===== src/rtl/nes_bus_pkg.sv =====
// Constants shared by the 2A03 CPU-bus glue (CPU, memory, PPU, OAM DMA):
// register addresses, bus cycle types and the OAM DMA state encoding.
package nes_bus_pkg;

  localparam logic [15:0] ADDR_OAMDMA  = 16'h4014;
  localparam logic [15:0] ADDR_OAMDATA = 16'h2004;

  localparam logic BUS_READ  = 1'b1;
  localparam logic BUS_WRITE = 1'b0;

  typedef enum logic [2:0] {
    ST_IDLE,
    ST_HALT,
    ST_ALIGN,
    ST_READ,
    ST_WRITE
  } dma_state_t;

  function automatic logic is_write_to(input logic [15:0] addr, input logic rw,
                                       input logic [15:0] target);
    return (rw == BUS_WRITE) && (addr == target);
  endfunction

  // DMA source address: the low byte never carries into the page.
  function automatic logic [15:0] dma_src_addr(input logic [7:0] page, input logic [7:0] count);
    return {page, count};
  endfunction

endpackage


===== src/rtl/oam_dma_if.sv =====
// CPU-bus view of the OAM DMA engine. The optional last_cycles status port
// exists only when OAM_DMA_CYCLE_COUNT_EN is defined.
interface oam_dma_if;

  logic [15:0] cpu_addr;
  logic        cpu_rw;
  logic [7:0]  cpu_wdata;
  logic [7:0]  bus_rdata;

  logic        rdy;
  logic        dma_own;
  logic [15:0] dma_addr;
  logic        dma_rw;
  logic [7:0]  dma_wdata;
  logic        dma_active;
`ifdef OAM_DMA_CYCLE_COUNT_EN
  logic [9:0]  last_cycles;
`endif

  modport master (
    input  cpu_addr, cpu_rw, cpu_wdata, bus_rdata,
`ifdef OAM_DMA_CYCLE_COUNT_EN
    output last_cycles,
`endif
    output rdy, dma_own, dma_addr, dma_rw, dma_wdata, dma_active
  );

  modport slave (
    output cpu_addr, cpu_rw, cpu_wdata, bus_rdata,
`ifdef OAM_DMA_CYCLE_COUNT_EN
    input  last_cycles,
`endif
    input  rdy, dma_own, dma_addr, dma_rw, dma_wdata, dma_active
  );

endinterface


===== src/rtl/apu_cycle_parity.sv =====
// APU get/put toggle: parity is 0 in "get" cycles and 1 in "put" cycles,
// starting from 0 after reset. Shared by OAM DMA and the APU frame counter.
module apu_cycle_parity (
  input  logic clk,
  input  logic rst,
  output logic parity
);

  logic parity_reg;

  always_ff @(posedge clk or posedge rst) begin
    if (rst) begin
      parity_reg <= 1'b0;
    end else begin
      parity_reg <= ~parity_reg;
    end
  end

  assign parity = parity_reg;

endmodule


===== src/rtl/oam_dma.sv =====
// 2A03 sprite DMA: a CPU write of page P to TRIGGER_ADDR halts the CPU and copies
// $PP00.. to the OAM port. Optional OAM_DMA_CYCLE_COUNT_EN adds the last_cycles status.
module oam_dma
  import nes_bus_pkg::*;
#(
  parameter logic [15:0] TRIGGER_ADDR  = ADDR_OAMDMA,
  parameter logic [15:0] OAM_PORT_ADDR = ADDR_OAMDATA,
  parameter int unsigned XFER_BYTES    = 256
) (
  input logic        clk,
  input logic        rst,
  oam_dma_if.master  bus
);

  localparam logic [7:0] LAST_COUNT = 8'(XFER_BYTES - 1);

  dma_state_t  state_reg;
  logic [7:0]  page_reg;
  logic [7:0]  count_reg;
  logic [7:0]  count_next;
  logic        parity;
  logic        trigger;
  logic        last_byte;

  logic        rdy_reg;
  logic        dma_own_reg;
  logic [15:0] dma_addr_reg;
  logic        dma_rw_reg;
  logic [7:0]  dma_wdata_reg;
  logic        dma_active_reg;

  apu_cycle_parity u_parity (
    .clk    (clk),
    .rst    (rst),
    .parity (parity)
  );

  assign trigger    = is_write_to(bus.cpu_addr, bus.cpu_rw, TRIGGER_ADDR);
  assign count_next = count_reg + 8'd1;
  assign last_byte  = (count_reg == LAST_COUNT);

  // Outputs are computed for the state being entered, so every output is a flop.
  always_ff @(posedge clk or posedge rst) begin
    if (rst) begin
      state_reg      <= ST_IDLE;
      page_reg       <= '0;
      count_reg      <= '0;
      rdy_reg        <= 1'b1;
      dma_own_reg    <= 1'b0;
      dma_addr_reg   <= '0;
      dma_rw_reg     <= BUS_READ;
      dma_wdata_reg  <= '0;
      dma_active_reg <= 1'b0;
    end else begin
      unique case (state_reg)
        ST_IDLE: begin
          if (trigger) begin
            page_reg       <= bus.cpu_wdata;
            count_reg      <= '0;
            rdy_reg        <= 1'b0;
            dma_active_reg <= 1'b1;
            state_reg      <= ST_HALT;
          end
        end
        ST_HALT: begin
          // The CPU only stops on a read cycle; parity==1 now means a get cycle follows.
          if (bus.cpu_rw == BUS_READ) begin
            if (parity) begin
              dma_own_reg  <= 1'b1;
              dma_rw_reg   <= BUS_READ;
              dma_addr_reg <= dma_src_addr(page_reg, count_reg);
              state_reg    <= ST_READ;
            end else begin
              state_reg    <= ST_ALIGN;
            end
          end
        end
        ST_ALIGN: begin
          dma_own_reg  <= 1'b1;
          dma_rw_reg   <= BUS_READ;
          dma_addr_reg <= dma_src_addr(page_reg, count_reg);
          state_reg    <= ST_READ;
        end
        ST_READ: begin
          dma_wdata_reg <= bus.bus_rdata;
          dma_rw_reg    <= BUS_WRITE;
          dma_addr_reg  <= OAM_PORT_ADDR;
          state_reg     <= ST_WRITE;
        end
        ST_WRITE: begin
          if (last_byte) begin
            rdy_reg        <= 1'b1;
            dma_own_reg    <= 1'b0;
            dma_active_reg <= 1'b0;
            state_reg      <= ST_IDLE;
          end else begin
            count_reg    <= count_next;
            dma_rw_reg   <= BUS_READ;
            dma_addr_reg <= dma_src_addr(page_reg, count_next);
            state_reg    <= ST_READ;
          end
        end
        default: begin
          state_reg <= ST_IDLE;
        end
      endcase
    end
  end

  assign bus.rdy        = rdy_reg;
  assign bus.dma_own    = dma_own_reg;
  assign bus.dma_addr   = dma_addr_reg;
  assign bus.dma_rw     = dma_rw_reg;
  assign bus.dma_wdata  = dma_wdata_reg;
  assign bus.dma_active = dma_active_reg;

`ifdef OAM_DMA_CYCLE_COUNT_EN
  logic [9:0] cyc_cnt_reg;
  logic [9:0] last_cycles_reg;

  // The total is captured from the count before the final WRITE cycle is added.
  always_ff @(posedge clk or posedge rst) begin
    if (rst) begin
      cyc_cnt_reg     <= '0;
      last_cycles_reg <= '0;
    end else if (state_reg == ST_IDLE) begin
      cyc_cnt_reg <= '0;
    end else begin
      cyc_cnt_reg <= cyc_cnt_reg + 10'd1;
      if (state_reg == ST_WRITE && last_byte) begin
        last_cycles_reg <= cyc_cnt_reg;
      end
    end
  end

  assign bus.last_cycles = last_cycles_reg;
`endif

endmodule


===== src/flat_wrapper.sv =====
// flat-port wrapper written by rule: the top's interface ports become plain ports
module oam_dma_flat import nes_bus_pkg::*;
#(
  parameter logic [15:0] TRIGGER_ADDR  = ADDR_OAMDMA,
  parameter logic [15:0] OAM_PORT_ADDR = ADDR_OAMDATA,
  parameter int unsigned XFER_BYTES    = 256
)
  (clk, rst, bus_cpu_addr, bus_cpu_rw, bus_cpu_wdata, bus_bus_rdata, bus_rdy, bus_dma_own, bus_dma_addr, bus_dma_rw, bus_dma_wdata, bus_dma_active);
  oam_dma_if bus_i ();
  input logic clk;
  input logic rst;
  input wire logic [$bits(bus_i.cpu_addr)-1:0] bus_cpu_addr;
  input wire logic [$bits(bus_i.cpu_rw)-1:0] bus_cpu_rw;
  input wire logic [$bits(bus_i.cpu_wdata)-1:0] bus_cpu_wdata;
  input wire logic [$bits(bus_i.bus_rdata)-1:0] bus_bus_rdata;
  output wire logic [$bits(bus_i.rdy)-1:0] bus_rdy;
  output wire logic [$bits(bus_i.dma_own)-1:0] bus_dma_own;
  output wire logic [$bits(bus_i.dma_addr)-1:0] bus_dma_addr;
  output wire logic [$bits(bus_i.dma_rw)-1:0] bus_dma_rw;
  output wire logic [$bits(bus_i.dma_wdata)-1:0] bus_dma_wdata;
  output wire logic [$bits(bus_i.dma_active)-1:0] bus_dma_active;
  assign bus_i.cpu_addr = bus_cpu_addr;
  assign bus_i.cpu_rw = bus_cpu_rw;
  assign bus_i.cpu_wdata = bus_cpu_wdata;
  assign bus_i.bus_rdata = bus_bus_rdata;
  assign bus_rdy = bus_i.rdy;
  assign bus_dma_own = bus_i.dma_own;
  assign bus_dma_addr = bus_i.dma_addr;
  assign bus_dma_rw = bus_i.dma_rw;
  assign bus_dma_wdata = bus_i.dma_wdata;
  assign bus_dma_active = bus_i.dma_active;
  oam_dma #(.TRIGGER_ADDR(TRIGGER_ADDR), .OAM_PORT_ADDR(OAM_PORT_ADDR), .XFER_BYTES(XFER_BYTES)) u_core (.clk(clk), .rst(rst), .bus(bus_i));
endmodule

===== config.mk =====
export PLATFORM = sky130hd
export DESIGN_NAME = oam_dma_flat
export DESIGN_NICKNAME = d
export VERILOG_FILES = /design/src/rtl/nes_bus_pkg.sv /design/src/rtl/oam_dma_if.sv /design/src/rtl/apu_cycle_parity.sv /design/src/rtl/oam_dma.sv /design/src/flat_wrapper.sv
export SDC_FILE = /design/constraint.sdc
export NUM_CORES = 1
export LEC_CHECK = 0
export ABC_AREA = 1
export ABC_CLOCK_PERIOD_IN_PS = 1600
export BUFFER_PORTS_ARGS = -buffer_cell sky130_fd_sc_hd__buf_2
export CORE_MARGIN = 3
export CORE_UTILIZATION = 45
export CTS_CLUSTER_DIAMETER = 150
export DETAILED_ROUTE_END_ITERATION = 8
export GPL_TIMING_DRIVEN = 1
export PLACE_DENSITY_LB_ADDON = 0.15
export SLEW_MARGIN = 5
export SYNTH_ARGS = -nofsm -noshare
export SYNTH_HDL_FRONTEND = slang
export SYNTH_HIERARCHICAL = 1
export SYNTH_SLANG_ARGS = --single-unit

===== constraint.sdc =====
create_clock -name clk -period 1.6 [get_ports clk]
set_clock_uncertainty 0.2 [all_clocks]
set_input_delay 0.24 -clock clk [delete_from_list [all_inputs] [get_ports clk]]
set_output_delay 0.24 -clock clk [all_outputs]
set_load 0.01 [all_outputs]

**After elaboration in Yosys (flattened, before gate mapping)**

Cells that the tools add are included.

- Bits in latches: 0
- Memories: 0
- RAM bits: 0
- Bits in registers: 48
- Bits in read-only memories: 0
- Word-level logic and storage cells: 58

- Magnitude comparators: 0
- Reductions and logical operators: 11
- Divide/modulo/power cells: 0
- Multipliers: 0
- Shifts and indexed selects: 0
- Add/subtract/negate cells: 1
- Bitwise operators: 2
- Mux-type cells: 23
- Equality and inequality tests: 11

Operators by type and width:

| cell | count |
|---|---|
| 16-bit case mux with 4 select lines | 1 |
| 16-bit two-way mux | 3 |
| 16-bit by 15-bit equality test with 1-bit output (second input constant) | 1 |
| 8-bit two-way mux | 2 |
| 8-bit case mux with 2 select lines | 1 |
| 3-bit case mux with 5 select lines | 1 |
| 8-bit by 1-bit adder with 8-bit output (second input constant) | 1 |
| 8-bit equality test (second input constant) | 1 |
| 1-bit two-way mux | 8 |
| 4-bit AND reduction | 2 |
| 3-bit by 2-bit equality test with 1-bit output (second input constant) | 2 |
| 3-bit two-way mux | 2 |
| 2-bit inequality test (second input constant) | 3 |
| 3-bit AND reduction | 2 |
| 2-bit by 1-bit inequality test with 1-bit output (second input constant) | 2 |
| 1-bit case mux with 2 select lines | 2 |
| 1-bit case mux with 4 select lines | 1 |
| 2-bit AND reduction | 2 |
| 4-bit nonzero test | 1 |
| 3-bit by 1-bit equality test with 1-bit output (second input constant) | 1 |
| 3-bit equality test (second input constant) | 1 |
| 3-bit logical NOT | 1 |
| 1-bit case mux with 3 select lines | 1 |
| 3-bit nonzero test | 1 |
| 4 further kinds | 5 |

**Depth between registers and ports, before layout**

- Depth in word-level cells: 4
- Depth in mapped cells: 10
- Gate-level depth less buffers: 10

**By module**

The synthesis kept the hierarchy.

By module, submodules not included:

| module | area an instance (um^2) | cells each | instances | seq. area each (um^2) |
|---|---|---|---|---|
| oam_dma | 2356.0 | 288 | 1 | 1178.6 |
| apu_cycle_parity | 32.5 | 3 | 1 | 25.0 |

**Least setup slack after synthesis**

No wires, ideal clock.

- Path type: reg2reg
- Start point: reg u_core.count_reg[1]
- End point: reg u_core.dma_addr_reg[1], in the netlist u_core/bus.dma_addr[1]
- Setup slack: 0.003 ns
- Cell stages (with the launch flop): 10
- Data required time: 1.284 ns
- Buffers on the path: 1
- Arrival time: 1.281 ns
- Period minus slack after synthesis: 1.597 ns
- Cells stage by stage: dfrtp_1 -> ha_1 -> nand2_2 -> nor2_4 -> nand3_4 -> inv_2 -> nor2_4 -> buf_6 -> nand2_1 -> nand2_1

- Cells in the longest elaborated chain, start to end: 3

RTL lines:

| what | line | RTL |
|---|---|---|
| start: declaration | oam_dma.sv:19 | `logic [7:0] count_reg;` |
| start signal: assignment | oam_dma.sv:97 | `count_reg <= count_next;` |
| 8-bit by 1-bit adder with 8-bit output (tied with other cells) | oam_dma.sv:39 | `assign count_next = count_reg + 8'd1;` |
| 16-bit two-way mux (tied with other cells) | oam_dma.sv:91 | `if (last_byte) begin` |
| 16-bit case mux with 4 select lines or 4-bit AND reduction (tied branches) | n/a |  |
| end signal: assignment | oam_dma.sv:71 | `dma_addr_reg <= dma_src_addr(page_reg, count_reg);` |
| end signal: assignment | oam_dma.sv:81 | `dma_addr_reg <= dma_src_addr(page_reg, count_reg);` |
| end signal: assignment | oam_dma.sv:99 | `dma_addr_reg <= dma_src_addr(page_reg, count_next);` |
| end: declaration | oam_dma.sv:27 | `logic [15:0] dma_addr_reg;` |

Parallel ways exist; a longest one is shown, timed or not. The select of a mux whose other input is x is not followed.
A chain may end at the register's enable or synchronous reset.

**Worst setup path in the final report**

- Start point: reg u_core.count_reg[1]
- End point: reg u_core.dma_addr_reg[6], in the netlist u_core/bus.dma_addr[6]

- Cells in the longest elaborated chain, start to end: 3

RTL lines:

| what | line |
|---|---|
| 8-bit by 1-bit adder with 8-bit output or 8-bit equality test (tied branches) | oam_dma.sv:39, oam_dma.sv:40 |
| 16-bit two-way mux or 2-bit inequality test (tied branches) | n/a |
| 16-bit case mux with 4 select lines or 4-bit AND reduction (tied branches) | n/a |

Parallel ways exist; a longest one is shown, timed or not. The select of a mux whose other input is x is not followed.

==> results.py <==
metrics = {
    "grt": {
        "grt.total_usage": 0.206,
        "first_global_vias": 2165,
        "overflow": 0,
        "grt_antenna_before_repair": 0,
        "grt_max_degree": 48,
        "grt_pass1_wl_mm": 10.1,
    },
    "timing": {
        "fmax_mhz": 619,
        "finalSetupViolCount": 7,
        "max-slew-margin-rel": 0.821,
        "final_hold_viol_count": 0,
        "drv_slew": 0,
        "post-route-min-period_ns": 1.62,
        "layout_setup_ws_ns": -0.0157,
        "fin_crit_sh": 1.01,
        "worst_pin_slew_ns": 0.267,
        "rsz0062_at_grt": "yes",
    },
    "logic_synthesis": {
        "synth_top_area_frac": 0.482,
        "synthTopCellsByArea": "dfrtp_1 48%, nand2_1 15%, nor2_1 7.5%",
        "syn_area_mm2": 0.00239,
        "synth_seq_cells": 48,
        "synthDistinctLibCells": 30,
        "avgSynthCellArea_um2": 8.21,
        "yosys-top-cells-count": "98 x nand2_1, 48 x nor2_1, 46 x dfrtp_1",
        "async_reset_ff_frac": 1.00,
        "synth_edf_count": 0,
        "synth_nets": 327,
        "ys.flop_type": "dfrtp_1",
        "syn_inst": 291,
        "synth.most_common_cell": "nand2_1",
        "yosysWarnings": 6,
        "netlist.top_cell.by_area": "dfrtp_1",
        "ys_seq_area_frac": 0.504,
    },
    "final_layout": {
        "area_growth_pct": 42.7,
        "n_antenna_cell": 0,
        "largest_reg_flops": 16,
        "drive_gt1_frac": 0.384,
        "nNetsFinal": 439,
        "stdcell_area_mm2": 0.00341,
    },
    "floorplanning": {
        "die_h_um": 78.9,
        "rows": 25,
        "die_x_um": 78.9,
        "ios": 63,
        "core_area_mm2": 0.00491,
        "die_area_mm2": 0.00622,
        "start_util": 0.486,
    },
    "worst_setup_path": {
        "critPathMaxStageDelay_ns": 0.41,
        "cpMaxStageDelayCell": "dfrtp_1",
        "cp-end-kind": "flop",
        "path_delay_family": "simple AND/OR/NAND/NOR gates",
        "crit_type": "reg2reg",
        "path_cells": "ha_4, nand2_4, nor2_4, nand3_4, inv_4, nor2_4, clkbuf_16, nand2_1, nand2_1",
        "cp_max_fo": 7,
        "cp_num_buf_inv": 2,
        "cp_data_arrival_time_ns": 1.62,
        "required_ns": 1.60,
        "startpoint_type": "flop",
    },
    "clocking": {
        "path_clk_slew_ns": 0.09,
        "cts.path.max_buffers": 2,
        "clock_latency_ns": 0.30,
        "numCtsBuffers": 5,
        "h-tree-depth": 2,
        "clock_sinks": 48,
        "cts_tree": "yes",
        "cts-root-buf": "clkbuf_8",
    },
    "power_and_ir_drop": {
        "cellLeakagePower_nw": 1.81,
        "p_total_mw": 5.24,
        "ir_drop_uv": 625,
        "p_per_area_mw_per_mm2": 1540,
    },
    "placement": {
        "port_buffers": 62,
        "gp_congestion": 0.834,
        "pre_cts_slack_ns": -0.165,
        "dpl.hpwl_mm": 3.95,
        "dpl_cell_area_mm2": 0.00294,
    },
    "route": {
        "routed_wl_mm": 6.23,
        "routed_via_density": 4.86,
        "wl_per_cell_um": 13.2,
        "first_pass_iters": 4,
        "drc_errors": 0,
        "drtAntennaViolNets": 0,
        "drt_iter0_drc": 190,
        "num_vias": 2287,
    },
    "outcome": {
        "status": "complete, but fails checks",
        "failed_checks": "setup timing",
    },
    "hold_path": {
        "hold_class": "in2reg",
    },
    "run": {
        "cap_violations": 0,
    },
}
[kinds of logic after synthesis]
logic type / after synthesis / share of synthesized area
flip-flops: 48 / 0.504
AO/OA/AOI/OAI: 17 / 0.0372
buffers and inverters: 26 / 0.0560
adder cells (fa/ha/maj): 1 / 0.00524
XOR/XNOR: 1 / 0.00367
AND/OR/NAND/NOR: 198 / 0.394
[layer usage]
metal / track usage / share of wire / vias to the layer above
met5: 0 / 0 / -
met4: 0.0550 / 0.012 / 0
met3: 0.0374 / 0.046 / 9
met2: 0.364 / 0.51 / 65
met1: 0.260 / 0.43 / 1069
li1: - / - / 1144
[stage by stage]
| step | hold WS [ns] | utilization | TNS (ns) | instances |
|---|---|---|---|---|
| final | 0.110 | 0.694 | -0.0501 | 471 |
| after global routing | 0.147 | 0.694 | -1.63 | 471 |
| after CTS | 0.110 | 0.669 | 0 | 466 |
| after detailed placement | -0.104 | 0.598 | -1.95 | 439 |
| after global placement | -0.110 | 0.598 | -1.09 | 439 |
| after floorplan | -0.231 | - | 0 | 291 |
[report_power, final]
group / internal [mW] / total, mW / switching, mW / leakage, nW
clock: 0.511 / 0.933 / 0.422 / 0.0614
combinational: 1.16 / 2.61 / 1.45 / 1.12
sequential: 1.51 / 1.70 / 0.189 / 0.621
[what timing repair did]
action                                  in CTS  in global routing
hold buffers                                17                  0
pin swaps                                    5                 10
setup buffers                                3                  3
endpoints found under the setup margin      23                 33
cloned                                       0                  2
resized for setup                            7                 25
hold endpoints to repair                    62                  0
[tightest hold or removal path: stages]
cell and delay [ns]:
buf_2 0.08, buf_4 0.11, o21ai_1 0.06, nor2_1 0.08
[path summary, 6_finish.rpt]
kind,start,end,slack (ns),cells past startpoint
min in group asynchronous,rst,u_core/u_parity/parity$_DFF_PP0_,0.12,3
max in group asynchronous,rst,u_core/bus.dma_rw$_DFFE_PP1P_,0.60,4
max,u_core/count_reg[1]$_DFFE_PP0P_,u_core/bus.dma_addr[6]$_DFFE_PP0P_,-0.02,9
min reg2reg,u_core/u_parity/parity$_DFF_PP0_,u_core/u_parity/parity$_DFF_PP0_,0.25,1
max reg2reg,u_core/count_reg[1]$_DFFE_PP0P_,u_core/bus.dma_addr[6]$_DFFE_PP0P_,-0.02,9
min,bus_cpu_rw,u_core/state_reg[1]$_DFFE_PP0P_,0.11,4
[placed cells by master, fill, tap and decap left out, drive strengths merged]
cell / count
or2: 1
nor2: 55
nand2: 106
nand4: 2
a21oi: 3
nor3: 1
inv: 19
bufinv: 1
nand3: 31
ha: 1
nand3b: 1
xor2: 1
dfstp: 2
clkinv: 2
buf: 92
a31oi: 1
a21o: 1
dfrtp: 46
clkbuf: 7
clkinvlp: 1
and2: 1
dlygate4sd3: 17
o21ai: 12
[layout make-up]
cell class	instances	area [um2]
Clock buffer	6	82.6
Timing Repair Buffer	110	777
Inverter	21	90.1
Sequential cell	48	1200
Clock inverter	2	38.8
Tap cell	67	83.8
Multi-Input combinational cell	217	1130
Fill cell	396	1500
No activity file was read; power rests on OpenSTA's default activity.
